**src/rtl/fl_vadd_arb_pkg.sv**
```systemverilog
// Shared types and helpers for the fl_vadd request arbiter.
package fl_vadd_arb_pkg;

  typedef enum logic [0:0] {
    ST_IDLE = 1'b0,
    ST_BUSY = 1'b1
  } arb_state_e;

  function automatic int idx_w(input int n);
    return (n > 1) ? $clog2(n) : 1;
  endfunction

  // Next round-robin starting point after index idx, wrapping modulo n.
  function automatic int rr_next(input int idx, input int n);
    return (idx + 1 >= n) ? 0 : idx + 1;
  endfunction

endpackage

```
**src/rtl/fl_vadd_arb_tag_fifo.sv**
```systemverilog
// Order FIFO holding requester IDs of granted vectors; head is visible
// without a read request so the return path can steer immediately.
module fl_vadd_arb_tag_fifo #(
  parameter int W     = 2,
  parameter int DEPTH = 8
) (
  input  logic         clk_i,
  input  logic         rst_i,
  input  logic         push_i,
  input  logic [W-1:0] data_i,
  input  logic         pop_i,
  output logic [W-1:0] head_o,
  output logic         full_o,
  output logic         empty_o
);

  localparam int AW = $clog2(DEPTH);

  logic [W-1:0]  mem_q [DEPTH];
  logic [AW-1:0] wr_q, rd_q;
  logic [AW:0]   cnt_q;
  logic          do_push, do_pop;

  assign full_o  = (cnt_q == (AW+1)'(DEPTH));
  assign empty_o = (cnt_q == '0);
  assign do_push = push_i & ~full_o;
  assign do_pop  = pop_i & ~empty_o;
  assign head_o  = mem_q[rd_q];

  always_ff @(posedge clk_i) begin
    if (rst_i) begin
      wr_q  <= '0;
      rd_q  <= '0;
      cnt_q <= '0;
    end else begin
      if (do_push) wr_q <= wr_q + 1'b1;
      if (do_pop)  rd_q <= rd_q + 1'b1;
      case ({do_push, do_pop})
        2'b10:   cnt_q <= cnt_q + 1'b1;
        2'b01:   cnt_q <= cnt_q - 1'b1;
        default: cnt_q <= cnt_q;
      endcase
    end
  end

  always_ff @(posedge clk_i) begin
    if (do_push) mem_q[wr_q] <= data_i;
  end

endmodule

```
**src/rtl/fl_vadd_arbiter.sv**
```systemverilog
// Packet-level round-robin arbiter sharing one fl_vadd datapath; result
// beats are steered back to their owner using the grant-order tag FIFO.
module fl_vadd_arbiter
  import fl_vadd_arb_pkg::*;
#(
  parameter int N_REQ      = 4,
  parameter int DATA_WIDTH = 32,
  parameter int TAG_DEPTH  = 8,
  parameter int CNT_W      = 16
) (
  input  logic                        clk,
  input  logic                        rst,
  input  logic [N_REQ*DATA_WIDTH-1:0] req_x_data,
  input  logic [N_REQ-1:0]            req_x_valid,
  output logic [N_REQ-1:0]            req_x_ready,
  input  logic [N_REQ-1:0]            req_x_end,
  input  logic [N_REQ*DATA_WIDTH-1:0] req_y_data,
  input  logic [N_REQ-1:0]            req_y_valid,
  output logic [N_REQ-1:0]            req_y_ready,
  input  logic [N_REQ-1:0]            req_y_end,
  output logic [DATA_WIDTH-1:0]       rsp_data,
  output logic                        rsp_end,
  output logic [N_REQ-1:0]            rsp_valid,
  input  logic [N_REQ-1:0]            rsp_ready,
  output logic [DATA_WIDTH-1:0]       dp_x_data,
  output logic                        dp_x_valid,
  output logic                        dp_x_end,
  input  logic                        dp_x_ready,
  output logic [DATA_WIDTH-1:0]       dp_y_data,
  output logic                        dp_y_valid,
  output logic                        dp_y_end,
  input  logic                        dp_y_ready,
  input  logic [DATA_WIDTH-1:0]       dp_out_data,
  input  logic                        dp_out_valid,
  input  logic                        dp_out_end,
  output logic                        dp_out_ready,
  output logic                        busy,
  output logic [$clog2(N_REQ)-1:0]    grant_id,
  output logic                        len_err
);

  localparam int IDX_W = idx_w(N_REQ);

  arb_state_e       state_q, state_d;
  logic [IDX_W-1:0] rr_q, rr_d, grant_q, grant_d;
  logic             x_done_q, x_done_d, y_done_q, y_done_d;
  logic [CNT_W-1:0] x_cnt_q, x_cnt_d, y_cnt_q, y_cnt_d;
  logic             len_err_q, len_err_d;

  logic [N_REQ-1:0] req;
  logic [IDX_W-1:0] pick_idx, scan_idx;
  logic             pick_found, grant_go, fwd_act, ret_act;
  logic             x_fire, y_fire, tag_pop, tag_full, tag_empty;
  logic [IDX_W-1:0] tag_head;

  assign req      = req_x_valid & req_y_valid;
  assign busy     = (state_q == ST_BUSY);
  assign grant_id = grant_q;
  assign len_err  = len_err_q;

  // First requester at or after the rr pointer, wrapping.
  always_comb begin
    pick_found = 1'b0;
    pick_idx   = '0;
    scan_idx   = '0;
    for (int k = 0; k < N_REQ; k++) begin
      scan_idx = IDX_W'((int'(rr_q) + k) % N_REQ);
      if (!pick_found && req[scan_idx]) begin
        pick_found = 1'b1;
        pick_idx   = scan_idx;
      end
    end
  end

  assign grant_go = (state_q == ST_IDLE) && pick_found && !tag_full && !rst;

  // Forward path: rst forces every handshake output low.
  assign fwd_act    = busy && !rst;
  assign dp_x_data  = req_x_data[grant_q*DATA_WIDTH +: DATA_WIDTH];
  assign dp_y_data  = req_y_data[grant_q*DATA_WIDTH +: DATA_WIDTH];
  assign dp_x_end   = req_x_end[grant_q];
  assign dp_y_end   = req_y_end[grant_q];
  assign dp_x_valid = fwd_act && !x_done_q && req_x_valid[grant_q];
  assign dp_y_valid = fwd_act && !y_done_q && req_y_valid[grant_q];
  assign x_fire     = dp_x_valid && dp_x_ready;
  assign y_fire     = dp_y_valid && dp_y_ready;

  always_comb begin
    req_x_ready = '0;
    req_y_ready = '0;
    req_x_ready[grant_q] = fwd_act && dp_x_ready && !x_done_q;
    req_y_ready[grant_q] = fwd_act && dp_y_ready && !y_done_q;
  end

  // Return path follows the tag FIFO head regardless of grant state.
  assign ret_act      = !tag_empty && !rst;
  assign rsp_data     = dp_out_data;
  assign rsp_end      = dp_out_end;
  assign dp_out_ready = ret_act && rsp_ready[tag_head];
  assign tag_pop      = dp_out_valid && dp_out_ready && dp_out_end;

  always_comb begin
    rsp_valid = '0;
    rsp_valid[tag_head] = ret_act && dp_out_valid;
  end

  fl_vadd_arb_tag_fifo #(
    .W     (IDX_W),
    .DEPTH (TAG_DEPTH)
  ) u_tag_fifo (
    .clk_i   (clk),
    .rst_i   (rst),
    .push_i  (grant_go),
    .data_i  (pick_idx),
    .pop_i   (tag_pop),
    .head_o  (tag_head),
    .full_o  (tag_full),
    .empty_o (tag_empty)
  );

  always_comb begin
    state_d   = state_q;
    rr_d      = rr_q;
    grant_d   = grant_q;
    x_done_d  = x_done_q;
    y_done_d  = y_done_q;
    x_cnt_d   = x_cnt_q;
    y_cnt_d   = y_cnt_q;
    len_err_d = len_err_q;
    case (state_q)
      ST_IDLE: begin
        if (grant_go) begin
          grant_d  = pick_idx;
          x_done_d = 1'b0;
          y_done_d = 1'b0;
          x_cnt_d  = '0;
          y_cnt_d  = '0;
          state_d  = ST_BUSY;
        end
      end
      ST_BUSY: begin
        if (x_fire) begin
          x_cnt_d  = (&x_cnt_q) ? x_cnt_q : x_cnt_q + 1'b1;
          x_done_d = x_done_q | dp_x_end;
        end
        if (y_fire) begin
          y_cnt_d  = (&y_cnt_q) ? y_cnt_q : y_cnt_q + 1'b1;
          y_done_d = y_done_q | dp_y_end;
        end
        if (x_done_d && y_done_d) begin
          if (x_cnt_d != y_cnt_d) len_err_d = 1'b1;
          rr_d    = IDX_W'(rr_next(int'(grant_q), N_REQ));
          state_d = ST_IDLE;
        end
      end
      default: state_d = ST_IDLE;
    endcase
  end

  always_ff @(posedge clk) begin
    if (rst) begin
      state_q   <= ST_IDLE;
      rr_q      <= '0;
      grant_q   <= '0;
      x_done_q  <= 1'b0;
      y_done_q  <= 1'b0;
      x_cnt_q   <= '0;
      y_cnt_q   <= '0;
      len_err_q <= 1'b0;
    end else begin
      state_q   <= state_d;
      rr_q      <= rr_d;
      grant_q   <= grant_d;
      x_done_q  <= x_done_d;
      y_done_q  <= y_done_d;
      x_cnt_q   <= x_cnt_d;
      y_cnt_q   <= y_cnt_d;
      len_err_q <= len_err_d;
    end
  end

endmodule

```
**config.mk**
```make
export PLATFORM = sky130hd
export DESIGN_NAME = fl_vadd_arbiter
export DESIGN_NICKNAME = d
export VERILOG_FILES = /design/src/rtl/fl_vadd_arb_pkg.sv /design/src/rtl/fl_vadd_arb_tag_fifo.sv /design/src/rtl/fl_vadd_arbiter.sv
export SDC_FILE = /design/constraint.sdc
export NUM_CORES = 1
export LEC_CHECK = 0
export BUFFER_PORTS_ARGS = -buffer_cell sky130_fd_sc_hd__buf_2
export CORE_AREA = 2 2 167 169
export DETAILED_ROUTE_END_ITERATION = 16
export DIE_AREA = 0 0 169 171
export PLACE_DENSITY = 0.48
export SETUP_SLACK_MARGIN = 0.3
export SYNTH_ARGS = -nofsm -noshare
export SYNTH_HDL_FRONTEND = slang
export SYNTH_SLANG_ARGS = --single-unit
```
**constraint.sdc**
```tcl
create_clock -name clk -period 5.55 [get_ports clk]
set_clock_uncertainty 0.15 [all_clocks]
set_input_delay 0.2775 -clock clk [delete_from_list [all_inputs] [get_ports clk]]
set_output_delay 0.2775 -clock clk [all_outputs]
set_load 0.005 [all_outputs]
```
==> Implementation_results.wiki, run 1 <==
{| class="wikitable"
! Metric !! Value
|-
| Total number of H-tree levels || 3
|-
| Tightest Hold Check Type || input pin to flop
|-
| Clk network pwr share || 0.398
|-
| Wire length of the first global-routing pass || 39360 um
|-
| Overall die area || between 20000 and 30000 um^2
|-
| Total routed wire length on the met1 layer || around 11000 um
|-
| Detail Route met3 WL || approximately 2700 um
|-
| DRC viols || 0
|-
| Relative slew slack || 0.2673
|-
| Cell taking the most area after synthesis || sky130_fd_sc_hd__mux4_2
|-
| Most common cell in the netlist || sky130_fd_sc_hd__mux4_2
|-
| Post-synthesis net count || just over 900
|-
| Non-Filler Cell Area, Final || 8128 um^2
|-
| Number of storage elements in the synthesis netlist || 69
|-
| Highest Signal Layer || met5
|-
| Top-Level Pins || approximately 430
|-
| Cell area after synthesis || 5893 um^2
|-
| Insertion delay of the later-clocked pin in the worst-skew pair || around 0.34 ns
|-
| Number of global-route vias before repair || 5798
|-
| Number of iterations in the first detailed-routing pass || 6
|-
| Combinational share of power || 0.260
|-
| Antenna violations before repair || 15
|-
| Clock edge transition at the registers on the reported setup and hold paths || approximately 0.06 ns
|-
| Half-perimeter wire length after detailed placement || between 20000 and 30000 um
|-
| Count of nets after finishing || approximately 1200
|-
| Critical path endpoint category || flop
|-
| Data arrival time of the worst path || about 3.8 ns
|-
| Period utilization || 0.6579
|-
| Critical Path Start Type || flop
|-
| Crit path max fanout || 5
|-
| Count of standard-cell rows || a little over 60
|-
| Post CTS Setup Buffer Count || 0
|-
| Number of buffers between clock root and the deepest sink || 2
|-
| CTS buffer count || 9
|-
| Cells taking the most area after synthesis || sky130_fd_sc_hd__mux4_2 (28%), sky130_fd_sc_hd__dfxtp_1 (18%), sky130_fd_sc_hd__edfxtp_1 (8.2%)
|-
| Mean routed wirelength per cell || 23.47 um
|-
| Leakage power figure || approximately 3.4 nW
|-
| Multiplexer share of the synthesized area || 0.3070
|-
| Count of final hold-check violations || 0
|-
| Fraction of power consumed by sequential logic || 0.342
|-
| Dpl cell area || slightly below 8000 um^2
|-
| Setup Total Neg Slack || 0 ns
|-
| Share of cells above drive strength 1 || 0.5290
|-
| Longest individual stage delay on the worst path || 0.54 ns
|-
| Slew Limit Fails || 0
|-
| Clock tree from TritonCTS || yes
|-
| Vias || 6144
|-
| Number of routed nets with antenna violations || 0
|-
| Setup WS pre-CTS || roughly 1.8 ns
|-
| Slew @ Worst Pin || between 1 and 1.5 ns
|-
| Number of warnings printed during yosys synthesis || 0
|-
| Critical Path, Cell by Cell || mux4_2 -> mux2i_1 -> mux2i_1 -> mux2i_1 -> and3_1 -> ha_1 -> nand2_1 -> mux2_2 -> o22ai_1 -> o21ai_0 -> or3_1 -> a21oi_1
|-
| Fmax || around 270 MHz
|-
| Leftover overflow at the end of global routing || 0
|-
| WL met2 || around 14000 um
|-
| Post-synth EDFFs || 16
|-
| Unrepaired setup endpoints after global routing || false
|-
| Core region area || around 27000 um^2
|-
| Proportion of total power due to net switching || 0.2866
|-
| Pin count of the biggest net entering global routing || 59
|-
| Filler cell count || a little under 3000
|-
| Area added between synthesis and finish || 37.92%
|-
| Buffering stage count on the worst path with inverters included || 0
|-
| P per Cell Area || around 200 nW/um^2
|-
| WP data required || 5.67 ns
|-
| Share of synthesized area occupied by flip-flops and latches || 0.2616
|-
| Vertical die dimension || approximately 170 um
|-
| Average instance area after synthesis || around 10 um^2
|-
| Clock tree root driver cell || sky130_fd_sc_hd__clkbuf_16
|-
| Initial DRC Count || about 320
|-
| Utilization of the core after routing || 0.2975
|-
| Quantity of hold-fixing buffers added after cts || 0
|-
| Highest ir drop seen on vdd || about 0.00019 V
|-
| Post-synthesis simple-gate area fraction || 0.1730
|-
| Worst path setup slack after routing || 1.898 ns
|-
| Number of max-cap violations || 0
|-
| Top cell types by occurrence after synthesis || sky130_fd_sc_hd__mux4_2 (72), sky130_fd_sc_hd__nor2_1 (55), sky130_fd_sc_hd__dfxtp_1 (53)
|-
| Starting density of the core || 0.2157
|-
| Prevailing post-synth register cell || sky130_fd_sc_hd__dfxtp_1
|-
| Synth Area in Compound Gates || 0.09108
|-
| Total Routed Length || between 20000 and 30000 um
|-
| Most common cell on crit path || sky130_fd_sc_hd__mux2i_1
|-
| # port buffers || approximately 370
|-
| Global Route Usage Sum || 0.1897
|-
| Xor and xnor area share after synthesis || 0.06539
|-
| Vias per cell || just under 5
|-
| Path type of the worst setup path || flop to flop
|-
| Number of instances in the synthesized netlist || about 580
|-
| Die width || ~170 um
|-
| Number of distinct library cell variants in the gate-level netlist after synthesis || approximately 50
|-
| Run status || complete, no violations
|-
| Main combinational cell family by area after synthesis || multiplexers
|-
| Largest delay contributor family on the critical path || multiplexers
|-
| Num Clock Sinks || 69
|-
| Int Power || around 1.1 mW
|-
| Post_cts resized || 0
|-
| Cell at the slowest stage of the critical path || sky130_fd_sc_hd__mux4_2
|-
| Final setup violating endpoints || 0
|-
| Total power || ~1.6 mW
|-
| Adder and majority gate portion of the synthesized area || 0.02335
|-
| Final critical-path required period || 3.652 ns
|-
| Switching power summed over all nets || 0.4536 mW
|-
| Top-area cell type share of the netlist area || 0.2752
|-
| Share of synthesized registers carrying an async set or reset || 0
|-
| Routability congestion estimate from global placement || around 0.82
|}
[final timing paths]
path	start	to	slack, ns	cells past startpoint
worst min register to register	u_tag_fifo.cnt_q[3]	u_tag_fifo.cnt_q[3]	0.36	2
worst max-delay path	flop	u_tag_fifo.cnt_q[3]	1.90	12
worst min-delay path	rst	y_cnt_q[11]	0.30	2
worst max register to register	flop	u_tag_fifo.cnt_q[3]	1.90	12
[metal layers]
layer | track usage | up-vias
li1 | - | 2800
met1 | 0.2333 | 3033
met2 | 0.3118 | 280
met3 | 0.06685 | 27
met4 | 0.05946 | 4
met5 | 0 | -
[final cells by class]
cell class | count | area, um^2 | share of cell area
multi-input combinational | 425 | 3891 | 0.4788
antenna | 3 | 7.507 | 0.0009236
inverter | 15 | 56.30 | 0.006927
tap | 346 | 432.9 | 0.05326
sequential | 69 | 1549 | 0.1906
timing repair buffer | 371 | 1867 | 0.2297
clock inverter | 7 | 98.84 | 0.01216
clock buffer | 9 | 225.2 | 0.02771
[logic make-up (layout without fill, tap and decap cells)]
kind of cell	count (synthesis)	after routing
xor+xnor	40	40
simple gates	195	195
flops	69	69
compound gates	89	89
buf+inv	87	402
mux	90	90
other cells	0	3
fa+ha+maj	11	11
[flip-flops by register name, summed over array words and instances (netlist names), named ones only]
| name | cells |
|---|---|
| u_tag_fifo.mem_q | 16 |
| x_cnt_q | 16 |
| y_cnt_q | 16 |
| u_tag_fifo.cnt_q | 4 |
| u_tag_fifo.rd_q | 3 |
| u_tag_fifo.wr_q | 3 |
| grant_id | 2 |
| rr_q | 2 |
| busy | 1 |
| len_err | 1 |
| x_done_q | 1 |
| y_done_q | 1 |
[stage by stage]
step / hold slack [ns] / cells
after floorplan: 0.3217 / 581
after global placement: 0.3546 / 1226
after detailed placement: 0.3460 / 1226
after CTS: 0.3000 / 1242
after global routing: 0.3298 / 1242
final: 0.3028 / 1245
[power by group through the flow]
| stage | clock (mW) | sequential, mW | combinational (mW) |
|---|---|---|---|
| after floorplan | 0 | 0.542 | 0.221 |
| after global placement | 0 | 0.553 | 0.415 |
| after detailed placement | 0 | 0.553 | 0.415 |
| after CTS | 0.643 | 0.542 | 0.418 |
| after global routing | 0.663 | 0.544 | 0.449 |
| final | 0.630 | 0.542 | 0.411 |
[cell usage in the layout (no fill, tap or decap), types with 14 or more instances in the layout]
cell | netlist | layout
sky130_fd_sc_hd__buf_2 | 7 | 367
sky130_fd_sc_hd__mux4_2 | 72 | 72
sky130_fd_sc_hd__nor2_1 | 55 | 54
sky130_fd_sc_hd__dfxtp_1 | 53 | 51
sky130_fd_sc_hd__nand2_1 | 36 | 36
sky130_fd_sc_hd__a21oi_1 | 32 | 32
sky130_fd_sc_hd__xnor2_1 | 23 | 23
sky130_fd_sc_hd__o21ai_0 | 19 | 19
sky130_fd_sc_hd__and2_1 | 17 | 17
sky130_fd_sc_hd__nand4_1 | 16 | 16
sky130_fd_sc_hd__edfxtp_1 | 16 | 16
sky130_fd_sc_hd__inv_1 | 15 | 15
sky130_fd_sc_hd__xor2_1 | 14 | 14
sky130_fd_sc_hd__a211oi_1 | 14 | 14
No activity file was read; power rests on OpenSTA's default activity.
==> run 2: changes to the inputs <==
Settings changed: CORE_AREA 2 2 167 169 to 2 2 166 168, DIE_AREA 0 0 169 171 to 0 0 168 170, PLACE_DENSITY 0.48 to 0.51.
Clock period 5.55 ns to 3.3 ns, I/O delays scaled along.
==> Implementation_results.wiki, run 2 (synthesis gave the netlist of run 1 again) <==
{| class="wikitable"
! Metric !! Value
|-
| Final critical-path required period || 3.046 ns (-0.6053 ns)
|-
| Initial DRC Count || 462 (+43%)
|-
| Insertion delay of the later-clocked pin in the worst-skew pair || 0.34 ns (about the same)
|-
| Number of global-route vias before repair || 5940 (+2.4%)
|-
| Clock edge transition at the registers on the reported setup and hold paths || 0.06 ns (about the same)
|-
| Overall die area || 28560 um^2 (-1.2%)
|-
| Clock tree root driver cell || sky130_fd_sc_hd__clkbuf_16
|-
| Run status || complete, no violations
|-
| Number of max-cap violations || 0 (unchanged)
|-
| Pin count of the biggest net entering global routing || 70 (+19%)
|-
| Tightest Hold Check Type || input pin to output port
|-
| Quantity of hold-fixing buffers added after cts || 0 (unchanged)
|-
| DRC viols || 0 (unchanged)
|-
| Total Routed Length || 28960 um (-0.87%)
|-
| Fmax || 328.3 MHz (+20%)
|-
| # port buffers || 367 (unchanged)
|-
| Global Route Usage Sum || 0.1937 (+0.004044)
|-
| Critical path endpoint category || flop
|-
| Antenna violations before repair || 18 (+3)
|-
| Routability congestion estimate from global placement || 0.8890 (+7.9%)
|-
| Die width || 168 um (-0.59%)
|-
| Highest ir drop seen on vdd || 0.0002042 V (+7.4%)
|-
| Dpl cells || 1241 (+1.2%)
|-
| P per Cell Area || 323.9 nW/um^2 (+66%)
|-
| Count of nets after finishing || 1240 (+2.0%)
|-
| Number of routed nets with antenna violations || 0 (unchanged)
|-
| Critical Path Start Type || flop
|-
| FF+latch area || 1553 um^2 (+0.24%)
|-
| Relative slew slack || 0.4708 (+0.2036)
|-
| Number of buffers between clock root and the deepest sink || 2 (unchanged)
|-
| Period utilization || 0.9231 (+0.2652)
|-
| Data arrival time of the worst path || 3.17 ns (-0.61 ns)
|-
| Vertical die dimension || 170 um (-0.58%)
|-
| Total number of H-tree levels || 3 (unchanged)
|-
| Largest delay contributor family on the critical path || multiplexers
|-
| Total power || 2.716 mW (+72%)
|-
| Most common cell on crit path || sky130_fd_sc_hd__mux2i_1
|-
| Area occupied by multi-input gates || 3944 um^2 (+1.4%)
|-
| Leading cell types in the layout, fill and taps excluded || sky130_fd_sc_hd__buf_2 (367), sky130_fd_sc_hd__mux4_2 (72), sky130_fd_sc_hd__nor2_1 (55), sky130_fd_sc_hd__dfxtp_1 (50), sky130_fd_sc_hd__nand2_1 (36)
|-
| Unrepaired setup endpoints after global routing || true
|-
| Leftover overflow at the end of global routing || 0 (unchanged)
|-
| Most common cell after layout, fill and taps aside || sky130_fd_sc_hd__buf_2
|-
| Vias per cell || 4.954 (+0.38%)
|-
| CTS buffer count || 9 (unchanged)
|-
| Vias || 6286 (+2.3%)
|-
| Cell at the slowest stage of the critical path || sky130_fd_sc_hd__mux4_2
|-
| Filler cell count || 2769 (-5.4%)
|-
| Path type of the worst setup path || flop to flop
|-
| Number of iterations in the first detailed-routing pass || 5 (-1)
|-
| Longest individual stage delay on the worst path || 0.53 ns (about the same)
|-
| Count of final hold-check violations || 0 (unchanged)
|-
| Count of standard-cell rows || 60 (-1.6%)
|-
| Area added between synthesis and finish || 42.29%
|-
| Mean routed wirelength per cell || 22.82 um (-2.7%)
|-
| Wire length of the first global-routing pass || 40020 um (+1.7%)
|-
| Utilization of the core after routing || 0.3146 (+0.01719)
|-
| Num Clock Sinks || 69 (unchanged)
|-
| Slew @ Worst Pin || 0.7938 ns (-0.3042 ns)
|-
| Buffering stage count on the worst path with inverters included || 1 (+1)
|-
| Starting density of the core || 0.2211 (+0.005448)
|-
| Leakage power figure || 3.492 nW (+3.9%)
|-
| Final setup violating endpoints || 0 (unchanged)
|-
| Count of non-filler cells in the finished layout || 1269 (+1.9%)
|-
| Crit path max fanout || 5 (unchanged)
|-
| Largest regs || u_tag_fifo.mem_q: 16 flops, x_cnt_q: 16 flops, y_cnt_q: 16 flops
|-
| Slew Limit Fails || 0 (unchanged)
|-
| Critical Path, Cell by Cell || mux4_2 -> mux2i_4 -> mux2i_1 -> mux2i_1 -> and3_4 -> ha_4 -> inv_2 -> mux2_4 -> o22ai_1 -> o21ai_1 -> or3_1 -> a21oi_2
|-
| Setup Total Neg Slack || 0 ns (unchanged)
|-
| Share of cells above drive strength 1 || 0.5489 (+0.01990)
|-
| Half-perimeter wire length after detailed placement || 24470 um (-2.4%)
|-
| Clock tree from TritonCTS || yes
|-
| WP data required || 3.43 ns (-2.24 ns)
|-
| Top-Level Pins || 432 (unchanged)
|-
| Core region area || 26650 um^2 (-2.5%)
|}
-- run 2: what timing repair did --
action / in CTS / in global routing
setup buffers: 4 / 0
resized for setup: 3 / 2
pin swaps: 3 / 0
setup endpoints to repair: 2 / 3
-- run 2: final cells by class --
type | instances | share of cell area
inverter | 15 | 0.006714
clock inverter | 5 | 0.009997
tap | 341 | 0.05088
multi-input combinational | 425 | 0.4703
antenna | 8 | 0.002387
clock buffer | 11 | 0.02895
timing repair buffer | 395 | 0.2456
sequential | 69 | 0.1852
-- run 2: worst reg2reg max path: stages (launching register included) --
cell and delay [ns]:
sky130_fd_sc_hd__dfxtp_4 0.38, sky130_fd_sc_hd__mux4_2 0.53, sky130_fd_sc_hd__mux2i_4 0.23, sky130_fd_sc_hd__mux2i_1 0.21, sky130_fd_sc_hd__mux2i_1 0.11, sky130_fd_sc_hd__and3_4 0.22, sky130_fd_sc_hd__ha_4 0.16, sky130_fd_sc_hd__inv_2 0.06
sky130_fd_sc_hd__mux2_4 0.29, sky130_fd_sc_hd__o22ai_1 0.11, sky130_fd_sc_hd__o21ai_1 0.09, sky130_fd_sc_hd__or3_1 0.32, sky130_fd_sc_hd__a21oi_2 0.12
-- run 2: worst paths after layout --
check / cells after the start / end / from / slack [ns]
worst min-delay path: 0 / rsp_data[13] / dp_out_data[13] / 0.18
worst max-delay path: 12 / u_tag_fifo.cnt_q[3] / flop / 0.25
worst max register to register: 12 / u_tag_fifo.cnt_q[3] / flop / 0.25
worst min register to register: 1 / x_cnt_q[6] / x_cnt_q[6] / 0.38
-- run 2: power breakdown --
part | switching [mW] | total (mW) | internal [mW] | leakage, nW
sequential | 0.0229 | 0.903 | 0.880 | 0.577
clock | 0.394 | 1.08 | 0.686 | 0.152
combinational | 0.361 | 0.734 | 0.372 | 2.76
-- run 2: stage by stage --
stage	setup slack, ns	hold WS, ns	area [um^2]
floorplan	0.2837	0.2608	5951
global placement	0.1864	0.1800	7995
detailed placement	0.1473	0.1800	7995
CTS	0.2407	0.1800	8361
global route	0.07749	0.1800	8366
finish	0.2537	0.1800	8386
-- run 2: routing by layer --
metal  GRT usage  share of wire  vias up
li1            -              -     2857
met1      0.2683           0.43     3085
met2      0.3011           0.46      316
met3     0.05558          0.098       26
met4     0.03932         0.0097        2
met5           0        0.00038        -
==> run 3: changes to the inputs <==
Settings changed: ABC_AREA set to 0, REMOVE_ABC_BUFFERS set to 1.
==> Implementation_results.wiki, run 3 (synthesis gave the netlist of run 1 again) <==
{| class="wikitable"
! Metric !! Value
|-
| Run status || complete, no violations
|-
| Vertical die dimension || 170 um (unchanged)
|-
| Worst path setup slack after routing || 0.1693 ns (-0.08438 ns)
|-
| Number of routed nets with antenna violations || 0 (unchanged)
|-
| Half-perimeter wire length after detailed placement || 31780 um (+30%)
|-
| CTS buffer count || 9 (unchanged)
|-
| Die width || 168 um (unchanged)
|-
| Clock tree from TritonCTS || yes
|-
| Critical Path Start Type || flop
|-
| Num Clock Sinks || 69 (unchanged)
|-
| Routability congestion estimate from global placement || 0.9349 (+5.2%)
|-
| Setup Total Neg Slack || 0 ns (unchanged)
|-
| Pin count of the biggest net entering global routing || 48 (-31%)
|-
| Quantity of hold-fixing buffers added after cts || 0 (unchanged)
|-
| Most common cell after layout, fill and taps aside || sky130_fd_sc_hd__buf_2
|-
| Utilization of the core after routing || 0.3176 (+0.002911)
|-
| Share of cells above drive strength 1 || 0.5596 (+0.01070)
|-
| Slew Limit Fails || 0 (unchanged)
|-
| Count of standard-cell rows || 60 (unchanged)
|-
| Number of global-route vias before repair || 6289 (+5.9%)
|-
| WP data required || 3.43 ns (about the same)
|-
| Final critical-path required period || 3.131 ns (+0.08438 ns)
|-
| Area occupied by multi-input gates || 3948 um^2 (about the same)
|-
| Period utilization || 0.9487 (+0.02557)
|-
| Leading cell types in the layout, fill and taps excluded || sky130_fd_sc_hd__buf_2 (366), sky130_fd_sc_hd__mux4_2 (72), sky130_fd_sc_hd__nor2_1 (55), sky130_fd_sc_hd__dfxtp_1 (50), sky130_fd_sc_hd__nand2_1 (36)
|-
| Initial DRC Count || 653 (+41%)
|-
| Number of buffers between clock root and the deepest sink || 2 (unchanged)
|-
| Mean routed wirelength per cell || 28.49 um (+25%)
|-
| Unrepaired setup endpoints after global routing || true
|-
| Total power || 2.686 mW (-1.1%)
|-
| Core region area || 26650 um^2 (unchanged)
|-
| Number of max-cap violations || 0 (unchanged)
|-
| Total number of H-tree levels || 3 (unchanged)
|-
| Slew @ Worst Pin || 0.8301 ns (+0.03638 ns)
|-
| Leftover overflow at the end of global routing || 0 (unchanged)
|-
| Vias || 6579 (+4.7%)
|-
| Path type of the worst setup path || flop to flop
|-
| Setup WS pre-CTS || -0.03560 ns (-0.1829 ns)
|-
| P per Cell Area || 317.3 nW/um^2 (-2.0%)
|-
| Final setup violating endpoints || 0 (unchanged)
|-
| Data arrival time of the worst path || 3.26 ns (+0.09 ns)
|-
| Total Routed Length || 36560 um (+26%)
|-
| Clock edge transition at the registers on the reported setup and hold paths || 0.06 ns (about the same)
|-
| Fmax || 319.4 MHz (-2.7%)
|-
| Non-Filler Cell Area, Final || 8463 um^2 (+0.93%)
|-
| # port buffers || 367 (unchanged)
|-
| Insertion delay of the later-clocked pin in the worst-skew pair || 0.35 ns (about the same)
|-
| Critical path endpoint category || flop
|-
| Largest regs || u_tag_fifo.mem_q: 16 flops, x_cnt_q: 16 flops, y_cnt_q: 16 flops
|-
| Dpl cell area || 7983 um^2 (-0.16%)
|-
| Global Route Usage Sum || 0.2495 (+0.05578)
|-
| Tightest Hold Check Type || input pin to flop
|-
| Starting density of the core || 0.2211 (unchanged)
|-
| Leakage power figure || 3.538 nW (+1.3%)
|-
| Top-Level Pins || 432 (unchanged)
|-
| Highest ir drop seen on vdd || 0.0002257 V (+11%)
|-
| Filler cell count || 2812 (+1.6%)
|-
| Area added between synthesis and finish || 43.61%
|-
| FF+latch area || 1553 um^2 (unchanged)
|-
| DRC viols || 0 (unchanged)
|-
| Clock tree root driver cell || sky130_fd_sc_hd__clkbuf_16
|-
| Count of final hold-check violations || 0 (unchanged)
|-
| Crit path max fanout || 3 (-2)
|-
| Number of iterations in the first detailed-routing pass || 6 (+1)
|-
| Count of nets after finishing || 1251 (+0.89%)
|-
| Wire length of the first global-routing pass || 48580 um (+21%)
|-
| Overall die area || 28560 um^2 (unchanged)
|-
| Antenna violations before repair || 23 (+5)
|-
| Vias per cell || 5.128 (+3.5%)
|-
| Relative slew slack || 0.4393 (-0.03154)
|}
-- run 3: changes by cell type in the layout (fill, tap and decap cells not counted), sizes merged --
cell / delta
buf: +11
clkinv: +4
diode: +3
bufinv: -1
clkbuf: -1
clkinvlp: -1
inv: -1
-- run 3: through the flow --
step	instances	hold slack [ns]
detailed placement	1247	0.1815
finish	1283	0.03563
global placement	1247	0.1815
global route	1273	0.05805
CTS	1270	0.02841
floorplan	509	0.08407
-- run 3: final timing paths --
path                                     startpoint                   to  slack [ns]  cells past startpoint
worst min register to register  u_tag_fifo.cnt_q[3]  u_tag_fifo.cnt_q[3]        0.39                      2
worst max register to register                 flop  u_tag_fifo.cnt_q[2]        0.17                     12
worst max-delay path                           flop  u_tag_fifo.cnt_q[2]        0.17                     12
worst min-delay path                            rst             y_done_q        0.04                      2
-- run 3: cell type report --
| class | count | share of cell area |
|---|---|---|
| Tap cell | 341 | 0.05041 |
| Timing Repair Buffer | 406 | 0.2550 |
| Clock inverter | 6 | 0.007688 |
| Antenna cell | 11 | 0.003253 |
| Clock buffer | 10 | 0.02706 |
| Multi-Input combinational cell | 425 | 0.4664 |
| Sequential cell | 69 | 0.1835 |
| Inverter | 15 | 0.006653 |
-- run 3: where the power goes --
part | internal, mW | switching [mW] | leakage, nW | total [mW]
registers | 0.880 | 0.0205 | 0.577 | 0.900
clock network | 0.586 | 0.408 | 0.142 | 0.993
logic | 0.396 | 0.396 | 2.82 | 0.792
-- run 3: per-layer routing --
| metal | part of all wire | global-route usage | vias up |
|---|---|---|---|
| met5 | 0.0018 | 0 | - |
| met4 | 0.062 | 0.1391 | 10 |
| met3 | 0.14 | 0.1065 | 64 |
| met2 | 0.40 | 0.3564 | 498 |
| met1 | 0.40 | 0.3152 | 3125 |
| li1 | - | - | 2882 |
-- run 3: worst max-delay path, cell delays in order (launching register included) --
cell and delay, ns:
sky130_fd_sc_hd__dfxtp_4 0.37, sky130_fd_sc_hd__buf_4 0.12, sky130_fd_sc_hd__mux4_2 0.50, sky130_fd_sc_hd__mux2i_2 0.20, sky130_fd_sc_hd__mux2i_1 0.30, sky130_fd_sc_hd__and3_4 0.28, sky130_fd_sc_hd__ha_4 0.16, sky130_fd_sc_hd__xor2_1 0.17
sky130_fd_sc_hd__ha_2 0.20, sky130_fd_sc_hd__a21oi_2 0.04, sky130_fd_sc_hd__xor2_1 0.15, sky130_fd_sc_hd__or3_1 0.31, sky130_fd_sc_hd__a21oi_1 0.14
-- run 3: timing repair --
action	in CTS	in global routing
setup buffers	7	2
pin swaps	1	4
setup endpoints to repair	48	4
gates resized for setup	8	18
